### src/rtl/otp_cmd_seq_if.sv
// rtl/otp_cmd_seq_if.sv - request/response and OTP macro command bundle for otp_cmd_seq
interface otp_cmd_seq_if #(
    parameter int Width     = 16,
    parameter int SizeWidth = 2,
    parameter int AddrWidth = 10,
    parameter int CmdWidth  = 3,
    parameter int ErrWidth  = 3
);
    localparam int IfWidth = (2**SizeWidth) * Width;

    // controller side request
    logic                 req_valid_i;
    logic                 req_ready_o;
    logic                 req_write_i;
    logic [AddrWidth-1:0] req_addr_i;
    logic [SizeWidth-1:0] req_size_i;
    logic [IfWidth-1:0]   req_wdata_i;

    // controller side response
    logic                 rsp_valid_o;
    logic [IfWidth-1:0]   rsp_rdata_o;
    logic [ErrWidth-1:0]  rsp_err_o;
    logic                 rsp_timeout_o;
    logic                 init_done_o;
    logic                 fatal_o;

    // macro command port
    logic                 otp_ready_i;
    logic                 otp_valid_o;
    logic [CmdWidth-1:0]  otp_cmd_o;
    logic [SizeWidth-1:0] otp_size_o;
    logic [AddrWidth-1:0] otp_addr_o;
    logic [IfWidth-1:0]   otp_wdata_o;

    // macro response port
    logic                 otp_valid_i;
    logic [IfWidth-1:0]   otp_rdata_i;
    logic [ErrWidth-1:0]  otp_err_i;

    // sequencer view
    modport slave (
        input  req_valid_i, req_write_i, req_addr_i, req_size_i, req_wdata_i,
        input  otp_ready_i, otp_valid_i, otp_rdata_i, otp_err_i,
        output req_ready_o, rsp_valid_o, rsp_rdata_o, rsp_err_o, rsp_timeout_o,
        output init_done_o, fatal_o,
        output otp_valid_o, otp_cmd_o, otp_size_o, otp_addr_o, otp_wdata_o
    );

    // controller plus macro view, used by whoever drives the sequencer
    modport master (
        output req_valid_i, req_write_i, req_addr_i, req_size_i, req_wdata_i,
        output otp_ready_i, otp_valid_i, otp_rdata_i, otp_err_i,
        input  req_ready_o, rsp_valid_o, rsp_rdata_o, rsp_err_o, rsp_timeout_o,
        input  init_done_o, fatal_o,
        input  otp_valid_o, otp_cmd_o, otp_size_o, otp_addr_o, otp_wdata_o
    );
endinterface

### src/rtl/otp_cmd_seq.sv
// rtl/otp_cmd_seq.sv - OTP macro command sequencer with init, range check and timeout
module otp_cmd_seq #(
    parameter int Width         = 16,
    parameter int SizeWidth     = 2,
    parameter int AddrWidth     = 10,
    parameter int CmdWidth      = 3,
    parameter int ErrWidth      = 3,
    parameter int TimeoutCycles = 1024
) (
    input  logic           clk_i,
    input  logic           rst_i,
    otp_cmd_seq_if.slave   bus
);
    localparam int IfWidth  = (2**SizeWidth) * Width;
    // one spare bit so the counter can never wrap while the budget is being checked
    localparam int CntWidth = $clog2(TimeoutCycles) + 1;
    // the decision is taken one cycle before the registered response becomes visible
    localparam logic [CntWidth-1:0] TmoLast = CntWidth'(TimeoutCycles - 2);

    // macro command encodings
    localparam logic [CmdWidth-1:0] OtpRead  = CmdWidth'(0);
    localparam logic [CmdWidth-1:0] OtpWrite = CmdWidth'(1);
    localparam logic [CmdWidth-1:0] OtpInit  = CmdWidth'(7);

    // error codes produced locally
    localparam logic [ErrWidth-1:0] NoErr        = ErrWidth'(0);
    localparam logic [ErrWidth-1:0] OtpCmdInvErr = ErrWidth'(1);

    typedef enum logic [2:0] {
        ResetSt    = 3'd0,
        InitCmdSt  = 3'd1,
        InitWaitSt = 3'd2,
        IdleSt     = 3'd3,
        CmdSt      = 3'd4,
        WaitSt     = 3'd5,
        ErrorSt    = 3'd6
    } state_e;

    state_e                r_state;
    state_e                w_next_state;
    logic [CntWidth-1:0]   r_tmo_cnt;

    logic                  r_write;
    logic [AddrWidth-1:0]  r_addr;
    logic [SizeWidth-1:0]  r_size;
    logic [IfWidth-1:0]    r_wdata;
    logic [CmdWidth-1:0]   r_cmd;

    logic                  r_rsp_valid;
    logic [IfWidth-1:0]    r_rsp_rdata;
    logic [ErrWidth-1:0]   r_rsp_err;
    logic                  r_rsp_timeout;
    logic                  r_init_done;
    logic                  r_rej;

    logic                  w_req_ready;
    logic                  w_handshake;
    logic [AddrWidth:0]    w_end_addr;
    logic                  w_range_bad;
    logic                  w_tmo_hit;
    logic [IfWidth-1:0]    w_rd_masked;

    logic                  w_accept;
    logic                  w_reject;
    logic                  w_cnt_en;
    logic                  w_cnt_clr;
    logic                  w_set_init;
    logic                  w_issue_init;
    logic                  w_rsp_load;
    logic                  w_rsp_tmo;
    logic [ErrWidth-1:0]   w_rsp_err;
    logic [IfWidth-1:0]    w_rsp_data;

    // ready is a pure state decode; the cycle after a range reject is blocked so the
    // reject response is not overlapped by a new acceptance
    assign w_req_ready = (r_state == IdleSt) && !r_rej;
    assign w_handshake = bus.req_valid_i && w_req_ready;
    assign w_end_addr  = {1'b0, bus.req_addr_i}
                       + {{(AddrWidth + 1 - SizeWidth){1'b0}}, bus.req_size_i};
    assign w_range_bad = w_end_addr[AddrWidth];
    assign w_tmo_hit   = (r_tmo_cnt >= TmoLast);

    // read data keeps only the requested words; writes always return zero
    always_comb begin
        w_rd_masked = '0;
        if (!r_write) begin
            for (int k = 0; k < 2**SizeWidth; k++) begin
                if (SizeWidth'(k) <= r_size) begin
                    w_rd_masked[k*Width +: Width] = bus.otp_rdata_i[k*Width +: Width];
                end
            end
        end
    end

    // state register
    always_ff @(posedge clk_i or posedge rst_i) begin
        if (rst_i) begin
            r_state <= ResetSt;
        end else begin
            r_state <= w_next_state;
        end
    end

    // next-state decode and the strobes that steer the datapath registers
    always_comb begin
        w_next_state = r_state;
        w_accept     = 1'b0;
        w_reject     = 1'b0;
        w_cnt_en     = 1'b0;
        w_set_init   = 1'b0;
        w_issue_init = 1'b0;
        w_rsp_load   = 1'b0;
        w_rsp_tmo    = 1'b0;
        w_rsp_err    = NoErr;
        w_rsp_data   = '0;
        unique case (r_state)
            ResetSt: begin
                w_next_state = InitCmdSt;
                w_issue_init = 1'b1;
            end
            InitCmdSt: begin
                w_cnt_en = 1'b1;
                if (bus.otp_ready_i) begin
                    w_next_state = InitWaitSt;
                end else if (w_tmo_hit) begin
                    w_next_state = ErrorSt;
                end
            end
            InitWaitSt: begin
                w_cnt_en = 1'b1;
                if (bus.otp_valid_i) begin
                    if (bus.otp_err_i == NoErr) begin
                        w_next_state = IdleSt;
                        w_set_init   = 1'b1;
                    end else begin
                        w_next_state = ErrorSt;
                    end
                end else if (w_tmo_hit) begin
                    w_next_state = ErrorSt;
                end
            end
            IdleSt: begin
                if (w_handshake) begin
                    if (w_range_bad) begin
                        w_reject   = 1'b1;
                        w_rsp_load = 1'b1;
                        w_rsp_err  = OtpCmdInvErr;
                    end else begin
                        w_accept     = 1'b1;
                        w_next_state = CmdSt;
                    end
                end
            end
            CmdSt: begin
                w_cnt_en = 1'b1;
                if (bus.otp_ready_i) begin
                    w_next_state = WaitSt;
                end else if (w_tmo_hit) begin
                    w_next_state = ErrorSt;
                    w_rsp_load   = 1'b1;
                    w_rsp_tmo    = 1'b1;
                end
            end
            WaitSt: begin
                w_cnt_en = 1'b1;
                // a response in the final budget cycle still wins over the timeout
                if (bus.otp_valid_i) begin
                    w_next_state = IdleSt;
                    w_rsp_load   = 1'b1;
                    w_rsp_err    = bus.otp_err_i;
                    w_rsp_data   = w_rd_masked;
                end else if (w_tmo_hit) begin
                    w_next_state = ErrorSt;
                    w_rsp_load   = 1'b1;
                    w_rsp_tmo    = 1'b1;
                end
            end
            ErrorSt: begin
                w_next_state = ErrorSt;
            end
            default: begin
                w_next_state = ErrorSt;
            end
        endcase
    end

    // the counter restarts whenever a state with its own wait budget is freshly entered
    assign w_cnt_clr = (w_next_state != r_state) &&
                       ((w_next_state == InitCmdSt) || (w_next_state == CmdSt) ||
                        (w_next_state == WaitSt));

    // timeout counter
    always_ff @(posedge clk_i or posedge rst_i) begin
        if (rst_i) begin
            r_tmo_cnt <= '0;
        end else if (w_cnt_clr) begin
            r_tmo_cnt <= '0;
        end else if (w_cnt_en) begin
            r_tmo_cnt <= r_tmo_cnt + CntWidth'(1);
        end
    end

    // request capture and registered macro command payload
    always_ff @(posedge clk_i or posedge rst_i) begin
        if (rst_i) begin
            r_write <= 1'b0;
            r_addr  <= '0;
            r_size  <= '0;
            r_wdata <= '0;
            r_cmd   <= '0;
        end else if (w_issue_init) begin
            r_cmd <= OtpInit;
        end else if (w_accept) begin
            r_write <= bus.req_write_i;
            r_addr  <= bus.req_addr_i;
            r_size  <= bus.req_size_i;
            r_wdata <= bus.req_wdata_i;
            r_cmd   <= bus.req_write_i ? OtpWrite : OtpRead;
        end
    end

    // response registers hold their contents until the next strobe
    always_ff @(posedge clk_i or posedge rst_i) begin
        if (rst_i) begin
            r_rsp_valid   <= 1'b0;
            r_rsp_rdata   <= '0;
            r_rsp_err     <= '0;
            r_rsp_timeout <= 1'b0;
        end else begin
            r_rsp_valid <= w_rsp_load;
            if (w_rsp_load) begin
                r_rsp_rdata   <= w_rsp_data;
                r_rsp_err     <= w_rsp_err;
                r_rsp_timeout <= w_rsp_tmo;
            end
        end
    end

    // sticky init flag and the one-cycle ready block after a range reject
    always_ff @(posedge clk_i or posedge rst_i) begin
        if (rst_i) begin
            r_init_done <= 1'b0;
            r_rej       <= 1'b0;
        end else begin
            r_rej <= w_reject;
            if (w_set_init) begin
                r_init_done <= 1'b1;
            end
        end
    end

    assign bus.req_ready_o   = w_req_ready;
    assign bus.rsp_valid_o   = r_rsp_valid;
    assign bus.rsp_rdata_o   = r_rsp_rdata;
    assign bus.rsp_err_o     = r_rsp_err;
    assign bus.rsp_timeout_o = r_rsp_timeout;
    assign bus.init_done_o   = r_init_done;
    assign bus.fatal_o       = (r_state == ErrorSt);
    assign bus.otp_valid_o   = (r_state == InitCmdSt) || (r_state == CmdSt);
    assign bus.otp_cmd_o     = r_cmd;
    assign bus.otp_size_o    = r_size;
    assign bus.otp_addr_o    = r_addr;
    assign bus.otp_wdata_o   = r_wdata;
endmodule

### src/flat_wrapper.sv
// flat-port wrapper written by rule: the top's interface ports become plain ports
module otp_cmd_seq_flat 
#(
    parameter int Width         = 16,
    parameter int SizeWidth     = 2,
    parameter int AddrWidth     = 10,
    parameter int CmdWidth      = 3,
    parameter int ErrWidth      = 3,
    parameter int TimeoutCycles = 1024
)
  (clk_i, rst_i, bus_req_valid_i, bus_req_write_i, bus_req_addr_i, bus_req_size_i, bus_req_wdata_i, bus_otp_ready_i, bus_otp_valid_i, bus_otp_rdata_i, bus_otp_err_i, bus_req_ready_o, bus_rsp_valid_o, bus_rsp_rdata_o, bus_rsp_err_o, bus_rsp_timeout_o, bus_init_done_o, bus_fatal_o, bus_otp_valid_o, bus_otp_cmd_o, bus_otp_size_o, bus_otp_addr_o, bus_otp_wdata_o);
  otp_cmd_seq_if #(.Width(Width), .SizeWidth(SizeWidth), .AddrWidth(AddrWidth), .CmdWidth(CmdWidth), .ErrWidth(ErrWidth)) bus_i ();
  input  logic clk_i;
  input  logic rst_i;
  input wire logic [$bits(bus_i.req_valid_i)-1:0] bus_req_valid_i;
  input wire logic [$bits(bus_i.req_write_i)-1:0] bus_req_write_i;
  input wire logic [$bits(bus_i.req_addr_i)-1:0] bus_req_addr_i;
  input wire logic [$bits(bus_i.req_size_i)-1:0] bus_req_size_i;
  input wire logic [$bits(bus_i.req_wdata_i)-1:0] bus_req_wdata_i;
  input wire logic [$bits(bus_i.otp_ready_i)-1:0] bus_otp_ready_i;
  input wire logic [$bits(bus_i.otp_valid_i)-1:0] bus_otp_valid_i;
  input wire logic [$bits(bus_i.otp_rdata_i)-1:0] bus_otp_rdata_i;
  input wire logic [$bits(bus_i.otp_err_i)-1:0] bus_otp_err_i;
  output wire logic [$bits(bus_i.req_ready_o)-1:0] bus_req_ready_o;
  output wire logic [$bits(bus_i.rsp_valid_o)-1:0] bus_rsp_valid_o;
  output wire logic [$bits(bus_i.rsp_rdata_o)-1:0] bus_rsp_rdata_o;
  output wire logic [$bits(bus_i.rsp_err_o)-1:0] bus_rsp_err_o;
  output wire logic [$bits(bus_i.rsp_timeout_o)-1:0] bus_rsp_timeout_o;
  output wire logic [$bits(bus_i.init_done_o)-1:0] bus_init_done_o;
  output wire logic [$bits(bus_i.fatal_o)-1:0] bus_fatal_o;
  output wire logic [$bits(bus_i.otp_valid_o)-1:0] bus_otp_valid_o;
  output wire logic [$bits(bus_i.otp_cmd_o)-1:0] bus_otp_cmd_o;
  output wire logic [$bits(bus_i.otp_size_o)-1:0] bus_otp_size_o;
  output wire logic [$bits(bus_i.otp_addr_o)-1:0] bus_otp_addr_o;
  output wire logic [$bits(bus_i.otp_wdata_o)-1:0] bus_otp_wdata_o;
  assign bus_i.req_valid_i = bus_req_valid_i;
  assign bus_i.req_write_i = bus_req_write_i;
  assign bus_i.req_addr_i = bus_req_addr_i;
  assign bus_i.req_size_i = bus_req_size_i;
  assign bus_i.req_wdata_i = bus_req_wdata_i;
  assign bus_i.otp_ready_i = bus_otp_ready_i;
  assign bus_i.otp_valid_i = bus_otp_valid_i;
  assign bus_i.otp_rdata_i = bus_otp_rdata_i;
  assign bus_i.otp_err_i = bus_otp_err_i;
  assign bus_req_ready_o = bus_i.req_ready_o;
  assign bus_rsp_valid_o = bus_i.rsp_valid_o;
  assign bus_rsp_rdata_o = bus_i.rsp_rdata_o;
  assign bus_rsp_err_o = bus_i.rsp_err_o;
  assign bus_rsp_timeout_o = bus_i.rsp_timeout_o;
  assign bus_init_done_o = bus_i.init_done_o;
  assign bus_fatal_o = bus_i.fatal_o;
  assign bus_otp_valid_o = bus_i.otp_valid_o;
  assign bus_otp_cmd_o = bus_i.otp_cmd_o;
  assign bus_otp_size_o = bus_i.otp_size_o;
  assign bus_otp_addr_o = bus_i.otp_addr_o;
  assign bus_otp_wdata_o = bus_i.otp_wdata_o;
  otp_cmd_seq #(.Width(Width), .SizeWidth(SizeWidth), .AddrWidth(AddrWidth), .CmdWidth(CmdWidth), .ErrWidth(ErrWidth), .TimeoutCycles(TimeoutCycles)) u_core (.clk_i(clk_i), .rst_i(rst_i), .bus(bus_i));
endmodule
### config.mk
export PLATFORM = sky130hd
export DESIGN_NAME = otp_cmd_seq_flat
export DESIGN_NICKNAME = d
export VERILOG_FILES = /design/src/rtl/otp_cmd_seq_if.sv /design/src/rtl/otp_cmd_seq.sv /design/src/flat_wrapper.sv
export SDC_FILE = /design/constraint.sdc
export NUM_CORES = 1
export LEC_CHECK = 0
export ABC_AREA = 1
export CORE_MARGIN = 8
export CORE_UTILIZATION = 42
export CTS_CLUSTER_SIZE = 12
export DETAILED_ROUTE_END_ITERATION = 7
export GPL_ROUTABILITY_DRIVEN = 0
export MAX_ROUTING_LAYER = met4
export PLACE_DENSITY = 0.8
export SYNTH_ARGS = -nofsm -noshare
export SYNTH_HDL_FRONTEND = slang
export SYNTH_SLANG_ARGS = --single-unit
### constraint.sdc
create_clock -name clk_i -period 9.2 [get_ports clk_i]
set_clock_uncertainty 0.2 [all_clocks]
set_input_delay 2.76 -clock clk_i [delete_from_list [all_inputs] [get_ports clk_i]]
set_output_delay 2.76 -clock clk_i [all_outputs]
set_load 0.01 [all_outputs]
; Word-level counts from Yosys, hierarchy flattened
; Cells that the tools add are included.
[totals]
mem_bits_rw = 0
reg_bits = 165
wordCells = 86
mem_count = 0
latch_bits = 0
romBits = 0
[op_classes]
n_mul = 0
add_sub_neg = 2
n_lt_le_gt_ge = 5
div = 0
n_shift = 0
mux = 42
n_eq_ne = 10
bitwise = 1
reduce_logical = 13
[ops]
columns = cell, count
row1 = two-way mux 64 bit, 3
row2 = two-way mux 16 bit, 4
row3 = two-way mux 3 bit, 12
row4 = two-way mux 11 bit, 2
row5 = one-hot mux 3 bit (6 select lines), 1
row6 = two-way mux 1 bit, 17
row7 = "equality test 3 bit, second input constant", 5
row8 = adder 10 x 2 -> 11 bit, 1
row9 = "adder 11 x 1 -> 11 bit, second input constant", 1
row10 = "greater-or-equal comparator 11 x 10 -> 1 bit, second input constant", 1
row11 = "equality test 3 x 1 -> 1 bit, second input constant", 2
row12 = "equality test 3 x 2 -> 1 bit, second input constant", 2
row13 = logical NOT 3 bit, 2
row14 = one-hot mux 3 bit (2 select lines), 1
row15 = "<= comparator 1 x 2 -> 1 bit, first input constant", 2
row16 = "<= comparator 2 bit, first input constant", 2
row17 = nonzero test 2 bit, 2
row18 = OR reduction 4 bit, 1
row19 = logical AND 1 bit, 3
row20 = logical OR 1 bit, 3
row21 = != test 3 bit, 1
row22 = one-hot mux 1 bit (3 select lines), 1
row23 = one-hot mux 1 bit (2 select lines), 1
row24 = AND reduction 2 bit, 1
row25 = 2 further kinds, 2

; Longest topological paths before layout
; Gate-level depths: netlist of run 1.
[depth]
ltp_word = 10
depth_mapped = 16

; Least setup slack after synthesis of run 1
; OpenSTA, ideal clock, no wires.
[synth_timing]
kind = input to register
from = input bus_req_size_i[1]
to = register u_core.r_tmo_cnt[1]
path_buffers = 2
cell_stages = 15
arrival_ns = 4.166
setup_slack_ns = 4.760
path_cell_list = ha_1 -> nand3_1 -> nand2_1 -> nand3_1 -> nand2_2 -> buf_4 -> nand2_1 -> a21oi_2 -> nand2_1 -> nand2_1 -> nand2_1 -> nor2_1 -> nand2_1 -> buf_6 -> a21oi_2
[synth_between]
elab_chain_len = 9
elab_cells_between_ends = 13
[synth_rtl]
columns = element, line
row1 = "start, declared", flat_wrapper.sv:18  ; input wire logic [$bits(bus_i.req_size_i)-1:0] bus_req_size_i;
row2 = adder 10 x 2 -> 11 bit *, otp_cmd_seq.sv:79  ; + {{(AddrWidth + 1 - SizeWidth){1'b0}}, bus.req_size_i};
row3 = two-way mux 3 bit *, otp_cmd_seq.sv:144  ; if (w_range_bad) begin
row4 = two-way mux 3 bit *, otp_cmd_seq.sv:143  ; if (w_handshake) begin
row5 = one-hot mux 3 bit (6 select lines) *, otp_cmd_seq.sv:116  ; unique case (r_state)
row6 = named net u_core.w_next_state[2], otp_cmd_seq.sv:40  ; state_e w_next_state;
row7 = equality test 3 x 1 -> 1 bit / equality test 3 bit (equally long branches), otp_cmd_seq.sv:189  ; ((w_next_state == InitCmdSt) || (w_next_state == CmdSt) ||
row8 = logical OR 1 bit (2 in series), otp_cmd_seq.sv:189
row9 = logical AND 1 bit *, otp_cmd_seq.sv:188  ; assign w_cnt_clr = (w_next_state != r_state) &&
row10 = two-way mux 11 bit / nonzero test 2 bit (equally long branches), -
row11 = "end signal, assigned", otp_cmd_seq.sv:199  ; r_tmo_cnt <= r_tmo_cnt + CntWidth'(1);
row12 = "end, declared", otp_cmd_seq.sv:41  ; logic [CntWidth-1:0] r_tmo_cnt;
; Mark *: on every way through the listed nets, which the timed path passes. The rest lies on a longest branch.
; A chain may end at the register's enable or synchronous reset.

; Worst setup path after layout of run 1
[layout_timing]
from = input bus_req_size_i[1]
to = register u_core.r_wdata[9] (netlist: u_core.bus.otp_wdata_o[9])
[layout_between]
elab_chain_len = 5
[layout_rtl]
columns = element, line
row1 = adder 10 x 2 -> 11 bit, otp_cmd_seq.sv:79
row2 = two-way mux 1 bit, otp_cmd_seq.sv:144
row3 = two-way mux 1 bit, otp_cmd_seq.sv:143
row4 = two-way mux 1 bit, otp_cmd_seq.sv:116
row5 = AND reduction 2 bit (no line), -
row6 = "end signal, assigned", otp_cmd_seq.sv:217  ; r_wdata <= bus.req_wdata_i;
row7 = "end, declared", otp_cmd_seq.sv:46  ; logic [IfWidth-1:0] r_wdata;
; No other way between the ends.

==> results of run 1 <==
[metrics by stage]
stage | utilization [%] | setup slack [ns] | power (mW)
after floorplan | - | 1.81 | 1.77
after global placement | 62.4 | 3.88 | 2.54
after detailed placement | 62.4 | 3.81 | 2.57
after CTS | 66.0 | 4.25 | 3.26
after global routing | 66.0 | 4.07 | 3.42
final | 66.0 | 4.24 | 3.22
[area by class of cell]
| cell class | count | area [sq um] |
|---|---|---|
| Sequential cell | 164 | 4100 |
| Timing Repair Buffer | 306 | 3050 |
| Clock inverter | 7 | 75.1 |
| Fill cell | 1281 | 5340 |
| Antenna cell | 2 | 5.00 |
| Clock buffer | 24 | 482 |
| Multi-Input combinational cell | 492 | 2280 |
| Tap cell | 216 | 270 |
| Inverter | 27 | 106 |
[sequential cells by signal, indices dropped and copies added, names as in the netlist]
name                      count
u_core.bus.init_done_o        1
u_core.bus.otp_addr_o        10
u_core.bus.otp_cmd_o          2
u_core.bus.otp_size_o         2
u_core.bus.otp_wdata_o       64
u_core.bus.rsp_err_o          3
u_core.bus.rsp_rdata_o       64
u_core.bus.rsp_timeout_o      1
u_core.bus.rsp_valid_o        1
u_core.r_rej                  1
u_core.r_state                3
u_core.r_tmo_cnt             11
u_core.r_write                1
[kinds of logic after synthesis]
family	count (synthesis)
compound gates	53
xor+xnor	10
simple gates	426
fa+ha+maj	3
flops	164
buf+inv	65
[power by group through the flow]
| stage | sequential (mW) | clock, mW | combinational (mW) |
|---|---|---|---|
| floorplan | 1.31 | 0 | 0.464 |
| global placement | 1.20 | 0 | 1.34 |
| detailed placement | 1.20 | 0 | 1.37 |
| CTS | 1.20 | 0.683 | 1.37 |
| global route | 1.24 | 0.714 | 1.47 |
| finish | 1.20 | 0.667 | 1.35 |
[layout by cell type, fill, tap and decap left out, types with 2 or more instances in the layout]
cell type        instances
dfrtp_1                164
clkbuf_1                 4
clkbuf_16               17
nand4_1                  5
a21oi_1                  3
buf_4                    6
xnor2_1                  3
clkdlybuf4s50_1        300
clkbuf_8                 3
nor3_2                   3
xor2_1                   7
clkinv_4                 2
a22o_1                  32
inv_2                    8
inv_1                   18
diode_2                  2
a21oi_2                 11
nand3_1                 48
or2_2                    2
nand2_1                341
o21ai_0                  4
nor2_1                  22
clkinvlp_4               3
ha_1                     3
[how the worst min path moves through the flow]
stage | end | cells past startpoint | startpoint
5_1_grt | u_core.bus.rsp_rdata_o[23] | 2 | u_core.bus.rsp_rdata_o[23]
4_1_cts | u_core.bus.rsp_rdata_o[20] | 2 | u_core.bus.rsp_rdata_o[20]
6_report | u_core.bus.rsp_rdata_o[53] | 2 | u_core.bus.rsp_rdata_o[53]
3_5_place_dp | u_core.bus.init_done_o | 1 | u_core.bus.init_done_o
2_1_floorplan | u_core.r_write | 2 | u_core.r_write
3_3_place_gp | u_core.bus.rsp_rdata_o[24] | 2 | u_core.bus.rsp_rdata_o[24]
[metal layers]
| metal | wire length (um) | up-vias |
|---|---|---|
| met2 | 10000 | 263 |
| met1 | 8690 | 2780 |
| met5 | 0 | - |
| met3 | 2390 | 29 |
| li1 | - | 2856 |
| met4 | 455 | 0 |
[worst min-delay path, stage by stage (launching register included)]
cell	delay, ns
dfrtp_1	0.34
nand2_1	0.05
nand2_1	0.05
==> results.cfg, run 1 <==
[critical_path]
path_cells = clkdlybuf4s50_1, ha_1, nand3_1, nand2_1, nand3_1, nand2_2, inv_2, buf_4, nand2_1, nand2_1
worstReg2RegEnd = u_core.bus.rsp_rdata_o[12]
crit_top_cell = nand2_1
cp.depth = 10
endpoint_kind = flop
cpMaxStageDelayCell = buf_4
reg2reg_slack_ns = 6.56
critPathMaxStageDelay_ns = 0.53
reg2reg_depth = 11
startpoint = bus_req_size_i[1]
path_max_fanout = 49
worst-path-buf-inv = 3
cp.arrival_ns = 5.11
cp_top_family = buffers and inverters
required_ns = 9.35
startpoint_type = input pin
r2r-start = u_core.r_tmo_cnt[0]
endpoint = u_core.bus.otp_wdata_o[9]
crit_type = in2reg

[clock_network]
hold_buffers = 0
cts_tree = yes
cts_max_level = 4
cts_resized = 0
cts.sinks = 164
clk_pin_slew_ns = 0.06
cts_made_buffers = 17
clock_latency_ns = 0.41
cts_buffer_depth = 2
clock_tree.root_cell = clkbuf_16
cts_setup_buffers = 0

[yosys]
synth_most_common_cell = nand2_1
synth-compound-area-share_pct = 6.44
ys_async_sr_fraction_pct = 100
netlist_area_sq_mm = 0.00666
synth_top_family_by_area = simple AND/OR/NAND/NOR gates
synth_common_cells = 341 x nand2_1, 164 x dfrtp_1, 48 x nand3_1, 32 x a22o_1, 22 x nor2_1
ys_warn_count = 0
synthSimpleGateAreaFrac_pct = 25.9
syn_avg_cell_area_sq_um = 9.24
synthFlopType = dfrtp_1
synth-xor-area-share_pct = 1.32
synth_cell_types = 29
yosysTopAreaCell = dfrtp_1
synth_nets = 873
syn_inst = 721
synth_edf_count = 0
synth.area.top_cells = dfrtp_1 62%, nand2_1 19%, a22o_1 4.2%
yosysSeqAreaShare_pct = 61.6
ys_seq_elements = 164
synth_top_area_share_pct = 61.6
synth_fa_ha_area_share_pct = 0.564
synth.area.mux_share_pct = 0

[routing]
drt_iter0_drc = 264
drc = 0
vias_per_cell = 4.79
detail_route.wl_per_cell_um = 17.4
antenna_left = 0
wirelength_um = 21500
vias = 5928
dr.pass1.iters = 4

[sta]
setup_tns_ns = 0
fmax_mhz = 202
setup_violations = 0
rsz0062_at_grt = false
finalHoldViolCount = 0
slew_headroom_pct = 32.0
hold_ws_ns = 0.270
drv_slew = 0
fin_crit_ns = 4.96
fin_crit_sh_pct = 53.9
worst_pin_slew_ns = 1.02

[global_routing]
grt.busiest_layer = met2
grt_overflow = 0
antenna_found_initial = 2
grt_util_met1_pct = 25.2
grt_pass1_wl_um = 33300
grt_usage_pct = 22.2
grt_start_max_net_pins = 85
grt_pass1_vias = 6138
use_met2_pct = 34.4
use_met3_pct = 9.58

[die]
ios = 301
num_rows = 46
die_x_um = 142
die-area_sq_mm = 0.0201
coreArea_sq_mm = 0.0157
die-height_um = 142
initial_core_util_pct = 42.4

[cells_and_area]
nets = 1160
fin_area_sq_mm = 0.0104
instances_no_fill = 1238
syn_to_final_growth_pct = 55.7
drive_gt1_share_pct = 6.08

[pwr]
leakagePower_nw = 4.99
pwr-share-comb_pct = 41.9
p_sw_mw = 1.10
p_per_area_mw_per_mm2 = 311
ir_worst_vdd_mv = 0.161
p_int_mw = 2.12
sequentialPowerShare_pct = 37.4
switching_share_pct = 34.1
clkPwrFrac_pct = 20.7

[placed_design]
place_area_sq_mm = 0.00981
dp_hpwl_um = 15800
io_buffer_count = 300
dp.cells = 1205

[hold_path]
hp-class = reg2reg

[flow_run]
max-cap-violations = 0

[status]
status = completed
Note: power is estimated with default switching activity, not from simulation.
==> run 2, diff against run 1 <==
--- a/config.mk
+++ b/config.mk
@@ -7,12 +7,12 @@
 export LEC_CHECK = 0
 export ABC_AREA = 1
 export CORE_MARGIN = 8
-export CORE_UTILIZATION = 42
+export CORE_UTILIZATION = 38
 export CTS_CLUSTER_SIZE = 12
 export DETAILED_ROUTE_END_ITERATION = 7
 export GPL_ROUTABILITY_DRIVEN = 0
 export MAX_ROUTING_LAYER = met4
-export PLACE_DENSITY = 0.8
+export PLACE_DENSITY = 0.76
 export SYNTH_ARGS = -nofsm -noshare
 export SYNTH_HDL_FRONTEND = slang
 export SYNTH_SLANG_ARGS = --single-unit
==> constraint.sdc (replaced) <==
create_clock -name clk_i -period 4.14 [get_ports clk_i]
set_clock_uncertainty 0.2 [all_clocks]
set_input_delay 1.242 -clock clk_i [delete_from_list [all_inputs] [get_ports clk_i]]
set_output_delay 1.242 -clock clk_i [all_outputs]
set_load 0.01 [all_outputs]
==> results.cfg, run 2 (same netlist as run 1, synthesis figures left out) <==
[pwr]
pwr-share-comb_pct = 41.0
leakagePower_nw = 5.05
p_total_mw = 7.35
ir_worst_vdd_mv = 0.307
clkPwrFrac_pct = 22.8
switching_share_pct = 33.6
p_per_area_mw_per_mm2 = 701
p_sw_mw = 2.47
sequentialPowerShare_pct = 36.2
p_int_mw = 4.88

[sta]
setup_violations = 0
finalHoldViolCount = 0
fin_crit_ns = 3.41
setup_slack_ns = 0.731
fmax_mhz = 293
slew_headroom_pct = 41.7
setup_tns_ns = 0
worst_pin_slew_ns = 0.875
drv_slew = 0
fin_crit_sh_pct = 82.3
rsz0062_at_grt = false

[die]
ios = 301
initial_core_util_pct = 38.6
die_x_um = 148
die-area_sq_mm = 0.0220
coreArea_sq_mm = 0.0172
die-height_um = 148
num_rows = 48

[clock_network]
cts_tree = yes
cts_buffer_depth = 2
cts_setup_buffers = 0
cts_max_level = 4
clk_pin_slew_ns = 0.06
hold_buffers = 0
clock_tree.root_cell = clkbuf_16
clock_latency_ns = 0.42
cts.sinks = 164
cts_made_buffers = 17
cts_resized = 0

[critical_path]
endpoint_kind = output port
path_cells = inv_2, nor2_1, inv_2, o21ai_0, clkdlybuf4s50_1
crit_type = reg2out
worst-path-buf-inv = 3
cp.arrival_ns = 1.97
required_ns = 2.70
critPathMaxStageDelay_ns = 0.58
cp_top_family = buffers and inverters
cpMaxStageDelayCell = clkdlybuf4s50_1
crit_top_cell = inv_2
path_max_fanout = 7
startpoint_type = flop

[routing]
dr.pass1.iters = 4
wirelength_um = 21600
antenna_left = 0
vias = 5975
detail_route.wl_per_cell_um = 17.3
vias_per_cell = 4.79
drc = 0
drt_iter0_drc = 298

[global_routing]
grt_overflow = 0
grt_pass1_vias = 6436
grt_usage_pct = 20.4
grt_pass1_wl_um = 34300
grt_start_max_net_pins = 165
antenna_found_initial = 0

[cells_and_area]
nets = 1162
drive_gt1_share_pct = 6.46
final_cell_mix = 341 x nand2_1, 300 x clkdlybuf4s50_1, 164 x dfrtp_1
syn_to_final_growth_pct = 57.6
final_common_cell = nand2_1
multi_input_area_sq_mm = 0.00228
antenna_cells = 0
regArea_sq_mm = 0.00410
nFillCells = 1485

[placed_design]
dp_hpwl_um = 15600
io_buffer_count = 300
place_ws_ns = 0.403

[status]
status = completed

[flow_run]
max-cap-violations = 0

[hold_path]
hp-class = reg2reg
[run 2: tightest hold or removal path, cell delays in order (launching register included)]
cell and delay, ns:
dfrtp_1 0.34, nand2_1 0.05, nand2_1 0.05
[run 2: metal layers]
layer / track usage [%] / vias to the layer above / wire (um)
met5: - / - / 0
met4: 7.50 / 0 / 471
met3: 7.44 / 28 / 1930
met2: 32.2 / 249 / 10400
met1: 23.5 / 2835 / 8850
li1: - / 2863 / -
[run 2: through the flow]
stage                     util, %  cells  hold WS (ns)  cell area [sq um]
final                        60.9   1247         0.272              10500
after CTS                    60.9   1247         0.275              10500
after global placement       57.3   1216         0.254               9870
after detailed placement     57.3   1216         0.259               9870
after floorplan                 -    721         0.269               6660
after global routing         60.9   1247         0.291              10500
[run 2: layout make-up]
| cell class | instances | area share (%) |
|---|---|---|
| tap | 225 | 2.68 |
| clock buffer | 20 | 4.26 |
| timing repair buffer | 308 | 29.5 |
| sequential | 164 | 39.1 |
| clock inverter | 11 | 1.68 |
| multi-input combinational | 492 | 21.7 |
| inverter | 27 | 1.00 |
[run 2: final timing paths]
check | cells after the start | from | end | slack, ns
max in group asynchronous | 3 | rst_i | u_core.bus.rsp_valid_o | 1.86
setup / recovery | 5 | u_core.r_state[0] | bus_otp_valid_o | 0.73
setup reg to reg | 15 | u_core.r_tmo_cnt[0] | u_core.r_tmo_cnt[10] | 1.63
hold reg to reg | 2 | u_core.bus.rsp_rdata_o[51] | u_core.bus.rsp_rdata_o[51] | 0.27
hold / removal | 2 | u_core.bus.rsp_rdata_o[51] | u_core.bus.rsp_rdata_o[51] | 0.27
min in group asynchronous | 3 | rst_i | u_core.bus.rsp_rdata_o[20] | 1.25
[run 2: power groups by stage]
stage               registers [mW]  logic (mW)  clock network [mW]
finish                        2.66        3.01                1.68
CTS                           2.67        3.07                1.72
global route                  2.75        3.29                1.78
global placement              2.65        3.01                   0
floorplan                     2.91        1.03                   0
detailed placement            2.67        3.06                   0
==> run 3, diff against run 2 <==
==> constraint.sdc (replaced) <==
create_clock -name clk_i -period 2.99 [get_ports clk_i]
set_clock_uncertainty 0.2 [all_clocks]
set_input_delay 0.897 -clock clk_i [delete_from_list [all_inputs] [get_ports clk_i]]
set_output_delay 0.897 -clock clk_i [all_outputs]
set_load 0.01 [all_outputs]
==> results.cfg, run 3 (same netlist as run 1, synthesis figures left out) <==
[routing]
detail_route.wl_per_cell_um = 17.3
dr.pass1.iters = 4
drc = 0
antenna_left = 0
wirelength_um = 21900
vias = 6041
vias_per_cell = 4.77
drt_iter0_drc = 313

[sta]
fin_crit_sh_pct = 96.2
setup_violations = 0
fmax_mhz = 348
finalHoldViolCount = 0
slew_headroom_pct = 65.9
drv_slew = 0
rsz0062_at_grt = false
worst_pin_slew_ns = 0.510
fin_crit_ns = 2.88

[critical_path]
path_max_fanout = 8
cp.arrival_ns = 1.78
crit_type = reg2out
endpoint_kind = output port
startpoint_type = flop
reg2reg_depth = 16
required_ns = 1.89
reg2reg_slack_ns = 0.67
worstReg2RegEnd = u_core.r_tmo_cnt[8]
r2r-start = u_core.r_tmo_cnt[0]

[clock_network]
cts_tree = yes
clock_latency_ns = 0.41
cts.sinks = 164
cts_buffer_depth = 2
cts_made_buffers = 17
hold_buffers = 0
cts_max_level = 4
clock_tree.root_cell = clkbuf_16
clk_pin_slew_ns = 0.07

[hold_path]
hold_depth = 2
hold_end = u_core.bus.rsp_rdata_o[26]
min_from = u_core.bus.rsp_rdata_o[26]
hp-class = reg2reg

[cells_and_area]
nFillCells = 1470
final_cell_mix = 341 x nand2_1, 299 x clkdlybuf4s50_1, 162 x dfrtp_1
syn_to_final_growth_pct = 59.4
drive_gt1_share_pct = 8.36
final_common_cell = nand2_1
instances_no_fill = 1266
antenna_cells = 0
nets = 1180
fin_area_sq_mm = 0.0106

[pwr]
p_per_area_mw_per_mm2 = 942
ir_worst_vdd_mv = 0.507
leakagePower_nw = 5.11

[global_routing]
use_met2_pct = 32.6
grt_start_max_net_pins = 70
grt_pass1_wl_um = 33800
grt_usage_pct = 20.3
grt_util_met1_pct = 23.8
use_met3_pct = 7.26
grt_pass1_vias = 6145
grt.busiest_layer = met2
grt_overflow = 0
antenna_found_initial = 0

[die]
coreArea_sq_mm = 0.0172
die-area_sq_mm = 0.0220
ios = 301
die-height_um = 148
initial_core_util_pct = 38.6
num_rows = 48
die_x_um = 148

[placed_design]
dp_hpwl_um = 16500
dp.cells = 1234
place_area_sq_mm = 0.0101
io_buffer_count = 300

[flow_run]
max-cap-violations = 0

[status]
status = completed
==> run 3: cell types whose count changed in the layout (fill, tap and decap cells not counted), sizes merged <==
cell and delta:
buf +18, bufinv -4, clkinvlp +3, inv +2
clkdlybuf4s50 -1, dlygate4sd2 +1
==> run 3: final cells by class <==
| cell class | count | area, sq um | area share [%] |
|---|---|---|---|
| Sequential cell | 164 | 4110 | 38.7 |
| Timing Repair Buffer | 326 | 3300 | 31.1 |
| Clock inverter | 12 | 96.3 | 0.908 |
| Inverter | 27 | 108 | 1.01 |
| Multi-Input combinational cell | 492 | 2280 | 21.5 |
| Clock buffer | 20 | 447 | 4.21 |
| Tap cell | 225 | 282 | 2.65 |
==> run 3: stage by stage <==
stage / hold slack [ns] / util [%] / setup slack [ns] / power (mW) / TNS, ns
finish: 0.271 / 61.6 / 0.113 / 10.0 / 0
global route: 0.290 / 61.6 / 0.0357 / 10.6 / 0
CTS: 0.275 / 61.6 / 0.0633 / 10.1 / 0
detailed placement: 0.258 / 58.4 / -0.138 / 8.07 / -6.13
global placement: 0.251 / 58.4 / -0.116 / 7.97 / -4.66
floorplan: 0.269 / - / -0.192 / 5.46 / -31.45
==> run 3: worst max path at each step <==
stage | slack [ns] | end | cells after the start | from
5_1_grt | 0.04 | bus_req_ready_o | 4 | u_core.r_state[2]
2_1_floorplan | -0.19 | u_core.bus.init_done_o | 1 | rst_i
3_5_place_dp | -0.14 | u_core.r_tmo_cnt[8] | 15 | bus_req_size_i[1]
3_3_place_gp | -0.12 | u_core.r_tmo_cnt[6] | 15 | bus_req_size_i[1]
6_report | 0.11 | bus_req_ready_o | 4 | u_core.r_state[2]
4_1_cts | 0.06 | bus_req_ready_o | 4 | u_core.r_state[2]
==> run 3: timing repair <==
item                       in CTS  in global routing
gates cloned                    0                  0
gates resized for setup         3                  1
hold endpoints to repair        0                  0
buffers inserted                0                  0
setup endpoints to repair       1                  1
==> run 3: routing by layer <==
| layer | vias to the layer above | routed length, um |
|---|---|---|
| met4 | 0 | 231 |
| met1 | 2877 | 9100 |
| met2 | 240 | 10600 |
| li1 | 2905 | - |
| met3 | 19 | 1920 |
| met5 | - | 0 |
==> run 3: power by group <==
part | switching [mW] | internal, mW
clock | 0.912 | 1.10
sequential | 0.597 | 3.12
combinational | 1.95 | 2.32
total | 3.46 | 6.54
==> run 3: worst max-delay path: stages (launching register included) <==
cell and delay, ns:
dfrtp_1 0.48, inv_4 0.14, nand3_4 0.09, nor2_1 0.09, clkdlybuf4s50_1 0.55
